File: src/rtl/call_dispatch_pkg.sv
// Shared types for the call dispatcher: opcodes, FSM states and stage latencies.
// Imported by module_call_dispatcher.
package call_dispatch_pkg;

    typedef enum logic [2:0] {
        OP_FUNC_NOP     = 3'd0,
        OP_FUNC_P       = 3'd1,
        OP_TOCK_NOP     = 3'd2,
        OP_TOCK_P_NORET = 3'd3,
        OP_TOCK_P_RET   = 3'd4,
        OP_TOCK_FUNCS   = 3'd5,
        OP_TICK_P       = 3'd6,
        OP_ILLEGAL      = 3'd7
    } call_op_e;

    typedef enum logic [1:0] {
        ST_IDLE   = 2'd0,
        ST_ISSUE  = 2'd1,
        ST_SETTLE = 2'd2,
        ST_RESP   = 2'd3
    } state_e;

    localparam int ISSUE_LAT  = 1;
    localparam int SETTLE_LAT = 1;

endpackage

File: src/rtl/module_call_dispatcher.sv
// Serialising call driver for the all-function-types target: one call
// in flight, parameters driven on *_x, settled result returned on rsp_*.
module module_call_dispatcher
    import call_dispatch_pkg::*;
#(
    parameter int CNT_W = 16
) (
    input  logic             clock,
    input  logic             reset,
    input  logic             req_valid,
    output logic             req_ready,
    input  logic [2:0]       req_op,
    input  logic [31:0]      req_arg,
    output logic             rsp_valid,
    input  logic             rsp_ready,
    output logic [2:0]       rsp_op,
    output logic [31:0]      rsp_data,
    output logic             rsp_err,
    output logic [CNT_W-1:0] issued_count,
    output logic [31:0]      func_params_return_x,
    output logic [31:0]      tock_params_no_return_x,
    output logic [31:0]      tock_params_return_x,
    output logic [31:0]      tock_calls_funcs_x,
    output logic [31:0]      tick_params_x,
    input  logic [31:0]      func_no_params_return_ret,
    input  logic [31:0]      func_params_return_ret,
    input  logic [31:0]      tock_no_params_return_ret,
    input  logic [31:0]      my_sig3,
    input  logic [31:0]      tock_params_return_ret,
    input  logic [31:0]      my_sig5,
    input  logic [31:0]      my_reg2
);

    function automatic logic [31:0] sel_result(
        input call_op_e    op,
        input logic [31:0] r0,
        input logic [31:0] r1,
        input logic [31:0] r2,
        input logic [31:0] r3,
        input logic [31:0] r4,
        input logic [31:0] r5,
        input logic [31:0] r6
    );
        logic [31:0] r;
        r = 32'd0;
        unique case (op)
            OP_FUNC_NOP:     r = r0;
            OP_FUNC_P:       r = r1;
            OP_TOCK_NOP:     r = r2;
            OP_TOCK_P_NORET: r = r3;
            OP_TOCK_P_RET:   r = r4;
            OP_TOCK_FUNCS:   r = r5;
            OP_TICK_P:       r = r6;
            default:         r = 32'd0;
        endcase
        return r;
    endfunction

    state_e     state;
    state_e     state_nxt;
    logic [1:0] lat_cnt;
    logic       req_fire;
    logic       legal;
    logic       capture;

    assign req_fire = req_valid && req_ready;
    assign legal    = call_op_e'(req_op) != OP_ILLEGAL;
    assign capture  = (state == ST_SETTLE) && (state_nxt == ST_RESP);

    always_ff @(posedge clock or posedge reset) begin
        if (reset) begin
            state   <= ST_IDLE;
            lat_cnt <= 2'd0;
        end else begin
            state   <= state_nxt;
            lat_cnt <= (state_nxt != state) ? 2'd0 : lat_cnt + 2'd1;
        end
    end

    always_comb begin
        state_nxt = state;
        unique case (state)
            ST_IDLE:
                if (req_fire) state_nxt = legal ? ST_ISSUE : ST_RESP;
            ST_ISSUE:
                if (lat_cnt == 2'(ISSUE_LAT - 1)) state_nxt = ST_SETTLE;
            ST_SETTLE:
                if (lat_cnt == 2'(SETTLE_LAT - 1)) state_nxt = ST_RESP;
            ST_RESP:
                if (rsp_ready) state_nxt = ST_IDLE;
            default:
                state_nxt = ST_IDLE;
        endcase
    end

    always_comb begin
        req_ready = (state == ST_IDLE);
        rsp_valid = (state == ST_RESP);
    end

    // tick_params_x is a one-shot: the target accumulates it every edge it is nonzero
    always_ff @(posedge clock or posedge reset) begin
        if (reset) begin
            rsp_op                  <= 3'd0;
            rsp_data                <= 32'd0;
            rsp_err                 <= 1'b0;
            issued_count            <= '0;
            func_params_return_x    <= 32'd0;
            tock_params_no_return_x <= 32'd0;
            tock_params_return_x    <= 32'd0;
            tock_calls_funcs_x      <= 32'd0;
            tick_params_x           <= 32'd0;
        end else begin
            if (state == ST_ISSUE) tick_params_x <= 32'd0;
            if (req_fire) begin
                rsp_op <= req_op;
                if (legal) begin
                    issued_count <= issued_count + CNT_W'(1);
                    unique case (call_op_e'(req_op))
                        OP_FUNC_P:       func_params_return_x    <= req_arg;
                        OP_TOCK_P_NORET: tock_params_no_return_x <= req_arg;
                        OP_TOCK_P_RET:   tock_params_return_x    <= req_arg;
                        OP_TOCK_FUNCS:   tock_calls_funcs_x      <= req_arg;
                        OP_TICK_P:       tick_params_x           <= req_arg;
                        default:         ;
                    endcase
                end else begin
                    rsp_err  <= 1'b1;
                    rsp_data <= 32'd0;
                end
            end
            if (capture) begin
                rsp_data <= sel_result(call_op_e'(rsp_op),
                                       func_no_params_return_ret,
                                       func_params_return_ret,
                                       tock_no_params_return_ret,
                                       my_sig3,
                                       tock_params_return_ret,
                                       my_sig5,
                                       my_reg2);
                rsp_err  <= 1'b0;
            end
        end
    end

endmodule

File: config.mk
export PLATFORM = sky130hd
export DESIGN_NAME = module_call_dispatcher
export DESIGN_NICKNAME = d
export VERILOG_FILES = /design/src/rtl/call_dispatch_pkg.sv /design/src/rtl/module_call_dispatcher.sv
export SDC_FILE = /design/constraint.sdc
export NUM_CORES = 1
export LEC_CHECK = 0
export BUFFER_PORTS_ARGS = -buffer_cell sky130_fd_sc_hd__buf_2
export CORE_AREA = 4 4 183 185
export CTS_BUF_LIST = sky130_fd_sc_hd__clkbuf_8
export DETAILED_ROUTE_END_ITERATION = 10
export DIE_AREA = 0 0 187 189
export GPL_TIMING_DRIVEN = 0
export SLEW_MARGIN = 20
export SYNTH_ARGS = -nofsm -noshare
export SYNTH_HDL_FRONTEND = slang
export SYNTH_SLANG_ARGS = --single-unit
File: constraint.sdc
create_clock -name clock -period 6.9 [get_ports clock]
set_input_delay 1.38 -clock clock [delete_from_list [all_inputs] [get_ports clock]]
set_output_delay 1.38 -clock clock [all_outputs]
set_load 0.05 [all_outputs]
**Yosys cells after proc, flatten, opt, wreduce, memory -nomap -nowiden**

Cells that the tools add are included.

- Bits in registers: 216
- Bits of input ports: 263
- Word-level logic and storage cells: 61
- Output and inout bits: 214

- Eq/ne operators: 18
- Muxes and demuxes: 18
- Reductions and logical operators: 12
- Add/sub/neg operators: 2

Operators by type and width:

| cell | number |
|---|---|
| $mux W32 | 7 |
| $pmux W32 S7 | 1 |
| $eq A3 B3 Y1 const B | 6 |
| $add A16 B1 Y16 const B | 1 |
| $mux W2 | 6 |
| $reduce_and A3 Y1 | 4 |
| $eq A3 B2 Y1 const B | 3 |
| $pmux W2 S4 | 1 |
| $eq A2 B2 Y1 const B | 3 |
| $eq A3 B1 Y1 const B | 2 |
| $logic_not A2 Y1 | 2 |
| $reduce_and A2 Y1 | 2 |
| $logic_not A3 Y1 | 1 |
| $mux W1 | 3 |
| $ne A3 B3 Y1 const B | 1 |
| $add A2 B1 Y2 const B | 1 |
| $eq A2 B1 Y1 const B | 1 |
| $logic_and A1 B1 Y1 | 2 |
| $ne A2 B1 Y1 const B | 1 |
| $ne A2 B2 Y1 | 1 |
| $reduce_bool A2 Y1 | 1 |

**Logic depth before layout (Yosys ltp)**

- Depth in word-level cells: 8
- Depth in mapped cells: 7
- Depth with buffers taken out: 6

**Worst setup path before layout**

No wires, ideal clock.

- Kind: input to register
- Start: in req_valid
- End: reg issued_count[15]
- Stages: 4
- Path slack: 4.266 ns
- Setup time: 0.140 ns
- Data arrival time: 2.494 ns
- Path buffers: 0
- Data required time: 6.760 ns
- Cells stage by stage: nor3b_4 -> nand4_2 -> or4_1 -> xnor2_1

- Cells in the longest elaborated chain, start to end: 2

Ends and longest elaborated chain:

| what | line | source |
|---|---|---|
| from (decl) | module_call_dispatcher.sv:10 | `input logic req_valid,` |
| $logic_and A1 B1 Y1 | module_call_dispatcher.sv:66 | `assign req_fire = req_valid && req_ready;` |
| $reduce_and A2 Y1 (no source line) | n/a |  |
| to (signal assigned) | module_call_dispatcher.sv:118 | `issued_count <= issued_count + CNT_W'(1);` |
| to (decl) | module_call_dispatcher.sv:19 | `output logic [CNT_W-1:0] issued_count,` |

No other way between the ends.
A chain may end at the register's enable or synchronous reset.

**Final worst setup path**

- Start: reg state[0]
- End: out rsp_valid

- Cells in the longest elaborated chain, start to end: 1

Ends and longest elaborated chain:

| what | line | source |
|---|---|---|
| from (decl) | module_call_dispatcher.sv:59 | `state_e state;` |
| from (signal assigned) | module_call_dispatcher.sv:75 | `state <= state_nxt;` |
| $eq A2 B2 Y1 | module_call_dispatcher.sv:98 | `rsp_valid = (state == ST_RESP);` |
| to (decl) | module_call_dispatcher.sv:14 | `output logic rsp_valid,` |

No other way between the ends.

==> reports/results.txt <==
The number of clock sinks is 216, and the total internal power is 3570 µW. The share of the clock period used by the worst path is 0.419, and the number of levels in the clock H-tree is 2. Across all setup checks in the final design, the least slack found is 4010 ps. In this run, CTS created clock tree buffers numbering 39.

The final count of hold timing violations was 0; the proportion of power drawn by the clock network was 0.141. Worst slew slack as a fraction of its limit: 0.410. Summed over all nets, the half-perimeter wirelength after detailed placement is 31.0 mm.

The wire length per cell after detailed routing was 22.3 µm. The clock root buffer is clkbuf_8. The synthesized area per cell came out at 12.7 µm².

Once placement completed, the tool counted placed cells totaling 1708. Switching component of the power: 3860 µW. Summing all multi-input logic gate instances after layout gives 4600 µm². Counting distinct cell types in the post-synthesis netlist gives 57. Counting every net in the synthesized netlist gives 1081.

Post-CTS repair changed the size of 0 cells. Adding up every negative setup slack in the final design gives 0 ps. Share of Yosys cell area claimed by the top area cell type: 0.522.

The share of synthesized registers carrying an async set or reset was 1.00; the via count was 9066. Along the worst path, the maximum fanout reaches 10. The die is 189 µm tall. OpenSTA, run right after detailed placement, puts the worst setup slack at 3550 ps. For the die area, the log shows 35300 µm². For this run, design rule violations remaining after detail routing come to 0.

The switching portion of total power is 0.519. Sorting the synthesized cells by area gives the leading types as dfrtp_1 52%, mux2_2 11%, mux2_4 8.3%. The number of hold-repair buffers added at the cts stage was 0. The run finished with clean final reports. Excluding fillers, the count of instances in the completed layout stands at 1766. In this run the power density over the cells is 528 nW/µm². For this run, the top clock speed supported by timing is 0.346 GHz.

Dividing the detail-routed via count by the number of cells gives 5.13. In this run the static leakage power is 0.00734 µW. The first global-routing pass estimated 58.5 mm of wire. The sequential share of power is 0.277. The relative contribution of combinational cells to total power is 0.581.

The run gives 540 ps as the clock latency reported for the late side of the worst-skew pair. STA classifies the critical path endpoint as an output port. Once the clock tree was built, the setup fixing pass inserted 0 buffers. The number of input and output port buffers inserted was 476; the worst path required time was 5520 ps.

For the overall global routing resource usage, the log shows 0.214. The worst path in the final design needs a cycle of 2890 ps, including I/O delays and setup. The logs give 0.440 for the utilization after layout and 9399 for the number of global-route vias before repair.

The die outline width works out to 187 µm. The run gives 3099 as the layout filler cell count. The run gives 5 as the detailed-router iteration count before antenna repair. 477 I/O pins were placed.

Clock skew on the completed layout was measured at 21.6 ps. In the final design database the tool counted 1606 nets. Compared with the post-synthesis result, the final layout area differs by 36.1%. Class of the tightest hold or removal check: register to register.

The routed design has 39.3 mm of wire. The endpoint identified for the worst register-to-register timing path is rsp_data[20]. For the number of max-capacitance violations reported, the log shows 0. Counting flops with a built-in enable in the synthesized netlist gives 0. The register bit total from synthesis works out to 216. The largest buffer count on any clock path came out at 3.

The startpoint of the worst hold path is lat_cnt[0]. For the endpoint arrival time on the critical path, the log shows 1510 ps. TritonCTS built the clock tree. The tools report the number of placement rows as 66. The worst reg2reg path depth works out to 6. The floorplan step defined a core boundary enclosing 32000 µm². The layout cell share with drive strength beyond 1 is 0.548. For the pin with the worst max-slew slack, the measured transition is 886 ps. The number of pins with negative max-slew slack in the final report was 0.

Final RePlAce weighted congestion: 0.942. The tools report the maximum number of pins on one net before global-route repair as 33. The count of cells along the worst hold path was 1. The startpoint kind of the worst setup timing path is a register. The run gives 0 as the total congestion overflow.

The detail route stage leaves a number of antenna-violating nets equal to 0. The cell area reported after detailed placement was 13400 µm²; the number of antenna violations at the first check in global routing was 7. The sequential cell area fraction in the yosys report came out at 0.522. In this run the critical register-to-register path is launched from rsp_op[1].

Area of all sequential standard cells: 5410 µm². The run gives 816 as the number of instances in the synthesized netlist. The setup check on the worst reg-to-reg path leaves a slack of 4200 ps.

The most used flip-flop cell after synthesis was dfrtp_1. The clock input transition at the sequential cells of the worst setup and hold paths is 50 ps, and the initial core utilization is 0.323. Cell taking the most area after synthesis: dfrtp_1. For this block, the initial DRC count from the detailed router was 543.

The mapped netlist covers 10400 µm². Summing all non-filler instances in the final layout gives an area of 14100 µm². Setup violations remaining at the end of the flow were counted as 0. Startpoint-to-endpoint class of the critical path: register to output port.

The run gives 214 µV as the maximum VDD drop. Yosys printed 0 warnings. The tools report the hold-critical path endpoint as lat_cnt[0]. Setup repair after global routing left no endpoint under its margin.
==> worst max-delay path by stage <==
stage	startpoint	slack, ps	depth (start not counted)	end
after global placement	reset	1240	2	tock_calls_funcs_x[28]
final	state[0]	4010	3	rsp_valid
after global routing	state[0]	3940	3	rsp_valid
after CTS	state[0]	3980	3	rsp_valid
after detailed placement	req_op[0]	3550	5	tock_params_no_return_x[20]
after floorplan	reset	2710	1	func_params_return_x[0]
==> metrics by stage <==
step	power [µW]	hold WS, ps
floorplan	5170	403
global placement	6340	415
detailed placement	6390	418
CTS	7480	424
global route	7790	462
finish	7430	419
==> routing by layer <==
metal / track usage / part of all wire
met3: 0.0623 / 0.083
met4: 0.0671 / 0.029
met2: 0.334 / 0.46
met5: 0 / 0.00069
met1: 0.289 / 0.43
==> power groups by stage <==
stage          logic [µW]  registers [µW]  clock network [µW]
2_1_floorplan        1390            3790                   0
3_3_place_gp         4280            2060                   0
3_5_place_dp         4320            2070                   0
4_1_cts              4330            2060                1100
5_1_grt              4510            2130                1150
6_report             4320            2060                1050
==> cells by family after synthesis <==
family / Yosys count / share of synthesized area
buf+inv: 69 / 0.0338
mux: 187 / 0.243
simple gates: 186 / 0.0885
fa+ha+maj: 2 / 0.00242
compound gates: 141 / 0.0981
xor+xnor: 15 / 0.0127
flops: 216 / 0.522
==> critical path: stages (launching register included) <==
cell and delay [ps]:
dfrtp_1 390, buf_6 160, and2_1 140, buf_2 290
==> layout by cell type, fill, tap and decap left out, types with 6 or more instances in the layout <==
cell,n
o211ai_1,23
o21ai_0,40
nand2_1,121
a22o_1,11
xnor2_1,9
dfrtp_1,216
nand3_1,6
mux2_4,57
a21oi_1,10
a221o_1,18
nor2_1,8
mux4_2,18
buf_6,8
clkbuf_1,29
mux2_2,104
a32oi_1,11
inv_1,14
buf_1,6
mux2i_1,7
xor2_1,6
nor2b_1,11
nor3_1,6
a221oi_1,6
clkbuf_8,41
buf_2,492
==> Yosys cell counts (8+ instances only) <==
cell and instances:
a21oi_1 10, a221o_1 18, a22o_1 11, a32oi_1 11, buf_2 16, buf_6 8, clkbuf_1 29, dfrtp_1 216
mux2_2 104, mux2_4 57, mux4_2 18, nand2_1 121, nor2_1 8, nor2b_1 11, o211ai_1 23, o21ai_0 40
xnor2_1 9
==> area by class of cell <==
type	count	area share
antenna	5	0.000888
buffer	60	0.0225
clock buffer	41	0.0400
clock inverter	12	0.00559
inverter	9	0.00266
multi-input combinational	531	0.327
sequential	216	0.384
tap	408	0.0362
timing repair buffer	484	0.182
==> registers in the layout (all words and copies together) (netlist names) <==
name                     flops
func_params_return_x        32
rsp_data                    32
tick_params_x               32
tock_calls_funcs_x          32
tock_params_no_return_x     32
tock_params_return_x        32
issued_count                16
rsp_op                       3
lat_cnt                      2
state                        2
rsp_err                      1
Power figures use the tool's default switching activity.
